### src/rtl/btn_updown_counter_if.sv
// Board-side signal bundle for btn_updown_counter: raw buttons in, LEDs and event strobes out.
interface btn_updown_counter_if;
    logic BTN_UP;
    logic BTN_DN;
    logic LED0;
    logic LED1;
    logic LED2;
    logic UP_PULSE;
    logic DN_PULSE;

    modport master (
        output BTN_UP, BTN_DN,
        input  LED0, LED1, LED2, UP_PULSE, DN_PULSE
    );

    modport slave (
        input  BTN_UP, BTN_DN,
        output LED0, LED1, LED2, UP_PULSE, DN_PULSE
    );
endinterface

### src/rtl/btn_updown_counter.sv
// Debounced two-button up/down 3-bit counter driving active-low LEDs.
// Define AUTO_REPEAT_EN to add hold-to-repeat events on each button.
module btn_updown_counter #(
    parameter int TICK_DIV     = 12000,
    parameter int STABLE_TICKS = 10,
    parameter int REP_DELAY    = 500,
    parameter int REP_PERIOD   = 250
) (
    input  logic                   CLK12M,
    input  logic                   RST_N,
    btn_updown_counter_if.slave    bus
);
    localparam int DIV_W = (TICK_DIV > 1) ? $clog2(TICK_DIV) : 1;
    localparam int DC_W  = (STABLE_TICKS > 1) ? $clog2(STABLE_TICKS) : 1;
    localparam logic [DIV_W-1:0] DIV_LAST = DIV_W'(TICK_DIV - 1);
    localparam logic [DC_W-1:0]  DC_LAST  = DC_W'(STABLE_TICKS - 1);

    localparam logic [1:0] S_RELEASED    = 2'd0;
    localparam logic [1:0] S_PRESS_CHK   = 2'd1;
    localparam logic [1:0] S_PRESSED     = 2'd2;
    localparam logic [1:0] S_RELEASE_CHK = 2'd3;

    if (TICK_DIV < 1 || STABLE_TICKS < 1 || REP_DELAY < 1 || REP_PERIOD < 1) begin : g_param_check
        $error("btn_updown_counter: all parameters must be at least 1");
    end

    // Index 0 is the up button, index 1 the down button throughout.
    logic [1:0]            r_s1, r_s2;
    logic [1:0]            w_p;
    logic [DIV_W-1:0]      r_div;
    logic                  w_tick;
    logic [1:0][1:0]       r_state, w_state_nx;
    logic [1:0][DC_W-1:0]  r_dcnt, w_dcnt_nx;
    logic [1:0]            w_evt;
    logic [1:0]            r_pulse;
    logic [2:0]            r_cnt;

`ifdef AUTO_REPEAT_EN
    localparam int REP_MAX = (REP_DELAY > REP_PERIOD) ? REP_DELAY : REP_PERIOD;
    localparam int REP_W   = $clog2(REP_MAX + 1);
    logic [1:0][REP_W-1:0] r_rep, w_rep_nx;
    logic [1:0]            r_rpt, w_rpt_nx;
    logic [REP_W-1:0]      w_rep_inc;
    logic [REP_W-1:0]      w_rep_tgt;
`endif

    assign w_p    = ~r_s2;
    assign w_tick = (r_div == DIV_LAST);

    always_ff @(posedge CLK12M) begin
        if (!RST_N) begin
            r_s1  <= 2'b11;
            r_s2  <= 2'b11;
            r_div <= '0;
        end else begin
            r_s1  <= {bus.BTN_DN, bus.BTN_UP};
            r_s2  <= r_s1;
            r_div <= w_tick ? '0 : r_div + 1'b1;
        end
    end

    always_comb begin
        w_state_nx = r_state;
        w_dcnt_nx  = r_dcnt;
        w_evt      = '0;
`ifdef AUTO_REPEAT_EN
        w_rep_nx   = r_rep;
        w_rpt_nx   = r_rpt;
        w_rep_inc  = '0;
        w_rep_tgt  = '0;
`endif
        if (w_tick) begin
            for (int b = 0; b < 2; b++) begin
                case (r_state[b])
                    S_RELEASED: begin
                        if (w_p[b]) begin
                            w_state_nx[b] = S_PRESS_CHK;
                            w_dcnt_nx[b]  = DC_W'(1);
                        end
                    end
                    S_PRESS_CHK: begin
                        if (!w_p[b]) begin
                            w_state_nx[b] = S_RELEASED;
                            w_dcnt_nx[b]  = '0;
                        end else if (r_dcnt[b] >= DC_LAST) begin
                            w_state_nx[b] = S_PRESSED;
                            w_dcnt_nx[b]  = '0;
                            w_evt[b]      = 1'b1;
`ifdef AUTO_REPEAT_EN
                            w_rep_nx[b]   = '0;
                            w_rpt_nx[b]   = 1'b0;
`endif
                        end else begin
                            w_dcnt_nx[b]  = r_dcnt[b] + 1'b1;
                        end
                    end
                    S_PRESSED: begin
                        if (!w_p[b]) begin
                            w_state_nx[b] = S_RELEASE_CHK;
                            w_dcnt_nx[b]  = DC_W'(1);
                        end
`ifdef AUTO_REPEAT_EN
                        // First repeat after REP_DELAY held ticks, then every REP_PERIOD.
                        else begin
                            w_rep_inc = r_rep[b] + 1'b1;
                            w_rep_tgt = r_rpt[b] ? REP_W'(REP_PERIOD) : REP_W'(REP_DELAY);
                            if (w_rep_inc == w_rep_tgt) begin
                                w_evt[b]    = 1'b1;
                                w_rep_nx[b] = '0;
                                w_rpt_nx[b] = 1'b1;
                            end else begin
                                w_rep_nx[b] = w_rep_inc;
                            end
                        end
`endif
                    end
                    default: begin
                        if (w_p[b]) begin
                            w_state_nx[b] = S_PRESSED;
                            w_dcnt_nx[b]  = '0;
`ifdef AUTO_REPEAT_EN
                            w_rep_nx[b]   = '0;
                            w_rpt_nx[b]   = 1'b0;
`endif
                        end else if (r_dcnt[b] >= DC_LAST) begin
                            w_state_nx[b] = S_RELEASED;
                            w_dcnt_nx[b]  = '0;
                        end else begin
                            w_dcnt_nx[b]  = r_dcnt[b] + 1'b1;
                        end
                    end
                endcase
            end
        end
    end

    always_ff @(posedge CLK12M) begin
        if (!RST_N) begin
            r_state <= {S_RELEASED, S_RELEASED};
            r_dcnt  <= '0;
            r_pulse <= '0;
        end else begin
            r_state <= w_state_nx;
            r_dcnt  <= w_dcnt_nx;
            r_pulse <= w_evt;
        end
    end

`ifdef AUTO_REPEAT_EN
    always_ff @(posedge CLK12M) begin
        if (!RST_N) begin
            r_rep <= '0;
            r_rpt <= '0;
        end else begin
            r_rep <= w_rep_nx;
            r_rpt <= w_rpt_nx;
        end
    end
`endif

    // Count follows the strobes; simultaneous up and down cancel.
    always_ff @(posedge CLK12M) begin
        if (!RST_N) begin
            r_cnt <= '0;
        end else begin
            case (r_pulse)
                2'b01:   r_cnt <= r_cnt + 3'd1;
                2'b10:   r_cnt <= r_cnt - 3'd1;
                default: r_cnt <= r_cnt;
            endcase
        end
    end

    assign bus.UP_PULSE = r_pulse[0];
    assign bus.DN_PULSE = r_pulse[1];
    assign bus.LED0     = ~r_cnt[0];
    assign bus.LED1     = ~r_cnt[1];
    assign bus.LED2     = ~r_cnt[2];
endmodule

### src/flat_wrapper.sv
// flat-port wrapper written by rule: the top's interface ports become plain ports
module btn_updown_counter_flat 
#(
    parameter int TICK_DIV     = 12000,
    parameter int STABLE_TICKS = 10,
    parameter int REP_DELAY    = 500,
    parameter int REP_PERIOD   = 250
)
  (CLK12M, RST_N, bus_BTN_UP, bus_BTN_DN, bus_LED0, bus_LED1, bus_LED2, bus_UP_PULSE, bus_DN_PULSE);
  btn_updown_counter_if bus_i ();
  input  logic CLK12M;
  input  logic RST_N;
  input wire logic [$bits(bus_i.BTN_UP)-1:0] bus_BTN_UP;
  input wire logic [$bits(bus_i.BTN_DN)-1:0] bus_BTN_DN;
  output wire logic [$bits(bus_i.LED0)-1:0] bus_LED0;
  output wire logic [$bits(bus_i.LED1)-1:0] bus_LED1;
  output wire logic [$bits(bus_i.LED2)-1:0] bus_LED2;
  output wire logic [$bits(bus_i.UP_PULSE)-1:0] bus_UP_PULSE;
  output wire logic [$bits(bus_i.DN_PULSE)-1:0] bus_DN_PULSE;
  assign bus_i.BTN_UP = bus_BTN_UP;
  assign bus_i.BTN_DN = bus_BTN_DN;
  assign bus_LED0 = bus_i.LED0;
  assign bus_LED1 = bus_i.LED1;
  assign bus_LED2 = bus_i.LED2;
  assign bus_UP_PULSE = bus_i.UP_PULSE;
  assign bus_DN_PULSE = bus_i.DN_PULSE;
  btn_updown_counter #(.TICK_DIV(TICK_DIV), .STABLE_TICKS(STABLE_TICKS), .REP_DELAY(REP_DELAY), .REP_PERIOD(REP_PERIOD)) u_core (.CLK12M(CLK12M), .RST_N(RST_N), .bus(bus_i));
endmodule
### config.mk
export PLATFORM = sky130hd
export DESIGN_NAME = btn_updown_counter_flat
export DESIGN_NICKNAME = d
export VERILOG_FILES = /design/src/rtl/btn_updown_counter_if.sv /design/src/rtl/btn_updown_counter.sv /design/src/flat_wrapper.sv
export SDC_FILE = /design/constraint.sdc
export NUM_CORES = 1
export LEC_CHECK = 0
export ABC_AREA = 1
export CAP_MARGIN = 0
export CELL_PAD_IN_SITES_DETAIL_PLACEMENT = 1
export CELL_PAD_IN_SITES_GLOBAL_PLACEMENT = 1
export CORE_UTILIZATION = 44
export CTS_CLUSTER_SIZE = 8
export DETAILED_ROUTE_END_ITERATION = 8
export PLACE_DENSITY = 0.83
export SYNTH_ARGS = -nofsm -noshare
export SYNTH_HDL_FRONTEND = slang
export SYNTH_SLANG_ARGS = --single-unit
export TNS_END_PERCENT = 5
### constraint.sdc
create_clock -name CLK12M -period 2.2 [get_ports CLK12M]
set_clock_uncertainty 0.15 [all_clocks]
set_input_delay 0.44 -clock CLK12M [delete_from_list [all_inputs] [get_ports CLK12M]]
set_output_delay 0.44 -clock CLK12M [all_outputs]
set_load 0.02 [all_outputs]
After elaboration in Yosys (flattened, before gate mapping)
Index checks and enable logic that the tools add are counted.
{"block": "word_totals", "ff_bits": 35, "in_bits": 4, "output_inout_bits": 5, "word_cells": 76}
{"block": "classes", "add_sub_neg": 5, "order_cmp": 2, "eq_ne": 13, "muxes": 29, "n_bitwise": 5, "n_reduce_logical": 12}
{"op": "two-way mux 4 bit", "n": 10}
{"op": "two-way mux 2 bit", "n": 12}
{"op": "one-hot mux 4 bit (3 select lines)", "n": 2}
{"op": "adder 14 x 1 -> 14 bit, second input constant", "n": 1}
{"op": "== test 14 bit, second input constant", "n": 1}
{"op": "one-hot mux 2 bit (3 select lines)", "n": 2}
{"op": "AND reduction 5 bit", "n": 2}
{"op": "adder 4 x 1 -> 4 bit, second input constant", "n": 2}
{"op": "greater-or-equal comparator 4 bit, second input constant", "n": 2}
{"op": "AND reduction 4 bit", "n": 2}
{"op": "nonzero test 4 bit", "n": 2}
{"op": "== test 2 x 1 -> 1 bit, second input constant", "n": 3}
{"op": "== test 2 bit, second input constant", "n": 3}
{"op": "inequality test 3 bit, second input constant", "n": 2}
{"op": "one-hot mux 3 bit (2 select lines)", "n": 1}
{"op": "AND reduction 3 bit", "n": 2}
{"op": "zero test 2 bit", "n": 2}
{"op": "inequality test 2 x 1 -> 1 bit, second input constant", "n": 2}
{"op": "inequality test 2 bit, second input constant", "n": 2}
{"op": "NOT 1 bit", "n": 4}
{"op": "adder 3 x 1 -> 3 bit, second input constant", "n": 1}
{"op": "subtractor 3 x 1 -> 3 bit, second input constant", "n": 1}
{"op": "two-way mux 1 bit", "n": 2}
{"op": "NOT 2 bit", "n": 1}
{"op": "2 further kinds", "n": 2}

Logic depth before layout (Yosys ltp)
Gate-level depths: netlist of run 1.
{"block": "depth", "depth_word": 4, "ltp_mapped": 11, "ltp_nobuf": 11}

Worst setup path after synthesis of run 1
OpenSTA, ideal clock, no wires.
{"block": "synth_timing", "kind": "reg-to-reg", "start": "reg u_core.r_pulse[1]", "end": "reg u_core.r_cnt[2]", "setup_time_ns": 0.127, "arrival_ns": 1.491, "required_ns": 1.923, "path_slack_ns": 0.432, "stages_incl_launch_ff": 8, "n_path_buf": 0, "synth_period_minus_slack_ns": 1.768, "path_cell_list": "dfxtp_1 > ha_1 > inv_1 > fa_1 > a21oi_1 > o21ai_0 > o21ai_0 > a21oi_1"}
{"block": "synth_between", "elab_chain_len": 2, "elab_cells_between_ends": 4, "cone_classes": "eq/ne (2); mux (1); reduce/logical (1)"}
{"element": "start, declared", "line_no": "btn_updown_counter.sv:35", "text": "logic [1:0] r_pulse;"}
{"element": "start signal, assigned", "line_no": "btn_updown_counter.sv:145", "text": "r_pulse <= w_evt;"}
{"element": "== test 2 bit or == test 2 x 1 -> 1 bit (tied branches)", "line_no": "btn_updown_counter.sv:166", "text": "case (r_pulse)"}
{"element": "one-hot mux 3 bit (2 select lines) or nonzero test 2 bit (tied branches)"}
{"element": "end signal, assigned", "line_no": "btn_updown_counter.sv:167", "text": "2'b01: r_cnt <= r_cnt + 3'd1;"}
{"element": "end signal, assigned", "line_no": "btn_updown_counter.sv:168", "text": "2'b10: r_cnt <= r_cnt - 3'd1;"}
{"element": "end signal, assigned", "line_no": "btn_updown_counter.sv:169", "text": "default: r_cnt <= r_cnt;"}
{"element": "end, declared", "line_no": "btn_updown_counter.sv:36", "text": "logic [2:0] r_cnt;"}
Several ways; a longest one is shown, not always the timed one.
A chain may end at the register's enable or synchronous reset.

Worst setup path in the final report of run 1
{"block": "layout_timing", "start": "reg u_core.r_pulse[0]", "end": "reg u_core.r_cnt[2]"}
The elaborated chain is that of the path after synthesis.

==> qor.csv, run 1 <==
metric,value,unit
dpl_cell_area,2108,um2
place.gp.congestion,0.7651,
tns,0,ns
antenna_left,0,
avgSynthCellArea,7.348,um2
fin_cells,333,
port_buffers,8,
tightestPinTransition,0.3181,ns
synth.top_cells.by_area,"dfxtp_1, nand2_1, ha_1",
clock_path_buffers,2,
layout_commonest_cell,nand2_1,
root_buffer,clkbuf_8,
crit_fanout,3,
r2r_end,u_core.r_cnt[2],
die-width,68.90,um
post_cts_buffers,0,
synth.distinct_cells,28,
finalCritPeriodShare,89.63,%
dieArea,4747,um2
rsz0062_at_grt,false,
cts_buffers,5,
n_antenna_cell,0,
clock_latency,0.29,ns
area_delta_synth_final,12.33,%
crit_arrival,1.99,ns
cts_tree,done,
h-tree-depth,2,
via_per_inst,4.895,
ios,9,
cp.required,2.22,ns
critPathMaxStageDelay,0.44,ns
power_density,548.9,nW/um2
wl_per_cell,13.21,um
drive_gt1_share,11.66,%
slew_headroom,78.57,%
yosys_warnings,0,
grt_usage,20.66,%
grt_overflow,0,
start_util,47.52,%
grt_max_degree,15,
synth_area,1969,um2
max-vdd-ir-drop,0.3288,mV
cp_slowest_cell,fa_1,
rr_worst_depth,8,
max_freq,507.2,MHz
antenna_found_initial,0,
fp.coreArea,4144,um2
dp_cells,325,
grt_pass1_wl,7024,um
power.leakage,0.0008609,uW
ctsHoldBuffers,0,
crit_buf_inv,2,
critPathCaptureType,flop,
outcome,completed,
yosysSeqAreaShare,35.58,%
cts.repair.resized,0,
drt_iter0_drc,51,
worstSetupPathType,flop to flop,
crit_chain,inv_1 > ha_1 > inv_1 > fa_1 > a21oi_1 > o21ai_0 > o21ai_0 > a21oi_1,
min_to,u_core.r_s2[0],
maxCapViolations,0,
grt_pass1_vias,1590,
hold_start,u_core.r_s1[0],
r2r_slack,0.23,ns
path_clk_slew,0.07,ns
synth_area_leader_cell,dfxtp_1,
p_total,1214,uW
report.final.slew_viol_count,0,
fin_area,2212,um2
hp-class,flop to flop,
fillers,554,
postSynthCellCount,268,
finalNetCount,303,
setup_viol,0,
drc,0,
cp-start-kind,flop,
hold_violations,0,
firstDrtPassIters,4,
hold_depth,1,
min_period,1.972,ns
vias,1630,
cts_sinks,35,
r2r-start,u_core.r_pulse[0],
drt_wl_total,4399,um
syn-num-nets,289,
dp_hpwl,3294,um
crit_family,compound AO/OA/AOI/OAI gates,
ys_ff_latch,35,
synth_top_cell_area_share,35.58,%
rows,23,
die_y,68.90,um
final_cell_mix,"nand2_1, inv_1, dfxtp_1",
-- area by class of cell --
| cell class | instances | area [um2] | share of cell area [%] |
|---|---|---|---|
| Clock buffer | 7 | 96.34 | 4.355 |
| Tap cell | 50 | 62.56 | 2.828 |
| Sequential cell | 35 | 700.7 | 31.67 |
| Inverter | 45 | 168.9 | 7.636 |
| Multi-Input combinational cell | 186 | 1089 | 49.21 |
| Clock inverter | 1 | 7.507 | 0.3394 |
| Timing Repair Buffer | 9 | 87.58 | 3.959 |
-- kinds of logic (layout without fill, tap and decap cells) --
family	after synthesis	count (layout)	share of synthesized area, %
AO/OA/AOI/OAI	24	24	6.353
flip-flops	35	35	35.58
buffers and inverters	47	62	9.149
adder cells (fa/ha/maj)	17	17	11.18
AND/OR/NAND/NOR	142	142	36.40
XOR/XNOR	3	3	1.334
-- synthesized netlist by cell type --
| cell | n |
|---|---|
| nand3_2 | 1 |
| o21ai_0 | 7 |
| nand3b_1 | 1 |
| inv_1 | 44 |
| buf_4 | 1 |
| nand2_1 | 57 |
| a21oi_1 | 15 |
| or2_2 | 5 |
| xnor2_1 | 2 |
| or2_1 | 1 |
| nor2_2 | 7 |
| nor3b_1 | 2 |
| nor2_1 | 31 |
| nand4_1 | 4 |
| nand2_2 | 2 |
| nand3_4 | 1 |
| nor3_2 | 2 |
| clkbuf_1 | 1 |
| dfxtp_1 | 35 |
| nand3_1 | 12 |
| nor2_4 | 4 |
| o21bai_1 | 2 |
| xor2_1 | 1 |
| fa_1 | 1 |
| clkinv_1 | 1 |
| ha_1 | 16 |
| nand4_4 | 2 |
| nor3_1 | 10 |
-- flip-flops by register name (all words and copies together) (netlist names), named ones only --
signal          flops
u_core.r_s1         2
u_core.r_pulse      2
u_core.r_div       14
u_core.r_cnt        3
u_core.r_dcnt       8
u_core.r_state      2
u_core.r_s2         2
-- report_power, final --
group / total [uW] / internal (uW) / switching [uW]
Clock: 522 / 285 / 237
Combinational: 42.8 / 18.1 / 24.7
Sequential: 650 / 641 / 8.26
Total: 1210 / 944 / 270
-- through the flow --
step	hold slack [ns]	worst slack [ns]	util [%]
5_1_grt	0.2977	0.1394	53.38
4_1_cts	0.2768	0.2161	53.38
3_3_place_gp	0.2440	0.4058	50.88
2_1_floorplan	0.2425	0.4319	-
6_report	0.2746	0.2282	53.38
3_5_place_dp	0.2537	0.2660	50.88
-- worst reg2reg max path: stages (launching register included) --
cell and delay, ns:
dfxtp_1 0.31, inv_1 0.07, ha_1 0.16, inv_1 0.08
fa_1 0.44, a21oi_1 0.17, o21ai_0 0.16, o21ai_0 0.23
a21oi_1 0.08
-- per-layer routing --
layer  routed length (um)  global-route usage (%)  vias to the layer above
li1                     -                       -                      864
met1                 2060                   24.70                      750
met2                 2191                   35.19                       11
met3                   84                   4.934                        5
met4                   62                   8.418                        0
met5                    0                       0                        -
-- how the worst max path moves through the flow --
stage	slack (ns)	endpoint	from	depth (start not counted)
4_1_cts	0.22	u_core.r_cnt[2]	u_core.r_pulse[0]	8
3_5_place_dp	0.27	u_core.r_cnt[2]	u_core.r_pulse[0]	8
5_1_grt	0.14	u_core.r_dcnt[6]	u_core.r_state[2]	11
6_report	0.23	u_core.r_cnt[2]	u_core.r_pulse[0]	8
3_3_place_gp	0.41	u_core.r_dcnt[1]	u_core.r_state[0]	10
2_1_floorplan	0.43	u_core.r_cnt[2]	u_core.r_pulse[1]	7
Note: power is estimated with default switching activity, not from simulation.
==> inputs of run 2 (changes only) <==
Settings changed: GPL_TIMING_DRIVEN set to 0.
==> qor.csv, run 2 (synthesized netlist as in run 1, its figures left out) <==
metric,value,unit
outcome,completed,
ctsHoldBuffers,0,
drt_iter0_drc,38,
hp-class,flop to flop,
rr_worst_depth,10,
final_cell_mix,"nand2_1, inv_1, dfxtp_1",
start_util,47.52,%
max_freq,527.9,MHz
cts_sinks,35,
clock_path_buffers,2,
antenna_left,0,
report.final.slew_viol_count,0,
grt_max_degree,12,
worstSetupPathType,flop to output port,
antenna_found_initial,0,
drive_gt1_share,11.27,%
place.gp.congestion,0.8151,
critPathCaptureType,output port,
cts.repair.resized,0,
post_cts_buffers,0,
area_delta_synth_final,13.98,%
setup_viol,0,
hold_violations,0,
fp.coreArea,4144,um2
largest_register,u_core.r_div,
cts_buffers,5,
root_buffer,clkbuf_8,
drc,0,
via_per_inst,4.898,
drt_wl_total,4172,um
slew_headroom,67.19,%
top_regs,"u_core.r_div (14), u_core.r_dcnt (8), u_core.r_cnt (3)",
cp-start-kind,flop,
largest_register_ffs,14,
dp_hpwl,3330,um
grt_pass1_wl,6886,um
n_antenna_cell,0,
grt_usage,19.75,%
path_clk_slew,0.08,ns
layout_commonest_cell,nand2_1,
fin_area,2245,um2
dpl_cell_area,2112,um2
firstDrtPassIters,4,
dieArea,4747,um2
power_density,614.1,nW/um2
vias,1636,
min_period,1.894,ns
finalNetCount,304,
ios,9,
grt_pass1_vias,1607,
tightestPinTransition,0.4922,ns
cp.required,1.61,ns
power.leakage,0.0008770,uW
crit_fanout,3,
cts_tree,done,
die_y,68.90,um
max-vdd-ir-drop,0.2760,mV
h-tree-depth,2,
grt_overflow,0,
crit_arrival,1.30,ns
port_buffers,8,
tns,0,ns
die-width,68.90,um
finalCritPeriodShare,86.10,%
maxCapViolations,0,
hold_depth,1,
clock_latency,0.28,ns
rsz0062_at_grt,false,
rows,23,
wl_per_cell,12.49,um
run 2: metrics by stage:
step                      hold slack, ns  cells  setup WS [ns]  utilization [%]  power, uW
final                             0.2730    334         0.3058            54.17       1378
after global routing              0.2903    334         0.1257            54.17       1423
after CTS                         0.2744    334         0.2846            54.17       1392
after detailed placement          0.2556    326         0.1438            50.97      706.0
after global placement            0.2461    326         0.1250            50.97      704.4
after floorplan                   0.2425    268         0.4319                -      690.2
run 2: layer usage:
metal	up-vias	global-route usage (%)	routed length, um
met2	10	33.50	1975
met4	0	6.122	34
li1	863	-	-
met3	5	4.441	87
met1	758	24.60	2075
met5	-	0	0
run 2: critical path, stage by stage, from the launching register on:
cell and delay [ns]:
dfxtp_1 0.33, inv_1 0.09, clkdlybuf4s50_1 0.61
run 2: path summary, 6_finish.rpt:
path,slack [ns],to,startpoint
worst max-delay path,0.31,bus_LED0,u_core.r_cnt[0]
worst min-delay path,0.27,u_core.r_s2[1],u_core.r_s1[1]
worst max register to register,0.32,u_core.r_dcnt[7],u_core.r_state[2]
worst min register to register,0.27,u_core.r_s2[1],u_core.r_s1[1]
run 2: power by group:
| part | leakage, uW | switching, uW | total [uW] | internal, uW |
|---|---|---|---|---|
| sequential | 0.000283 | 7.76 | 649 | 641 |
| combinational | 0.000528 | 23.5 | 41.5 | 18.0 |
| clock | 0.0000654 | 235 | 688 | 453 |
| total | 0.000877 | 266 | 1380 | 1110 |
run 2: layout make-up:
| type | instances | area, um2 |
|---|---|---|
| clock buffer | 6 | 72.57 |
| tap | 50 | 62.56 |
| buffer | 2 | 11.26 |
| timing repair buffer | 8 | 80.08 |
| inverter | 45 | 168.9 |
| clock inverter | 2 | 60.06 |
| sequential | 35 | 700.7 |
| fill | 535 | 1899 |
| multi-input combinational | 186 | 1089 |
==> inputs of run 3 (changes only) <==
Settings changed: CAP_MARGIN 0 to unset, TNS_END_PERCENT 5 to 20.
==> results of run 3 <==
The final DEF is identical to that of run 2; final timing and power are the same.
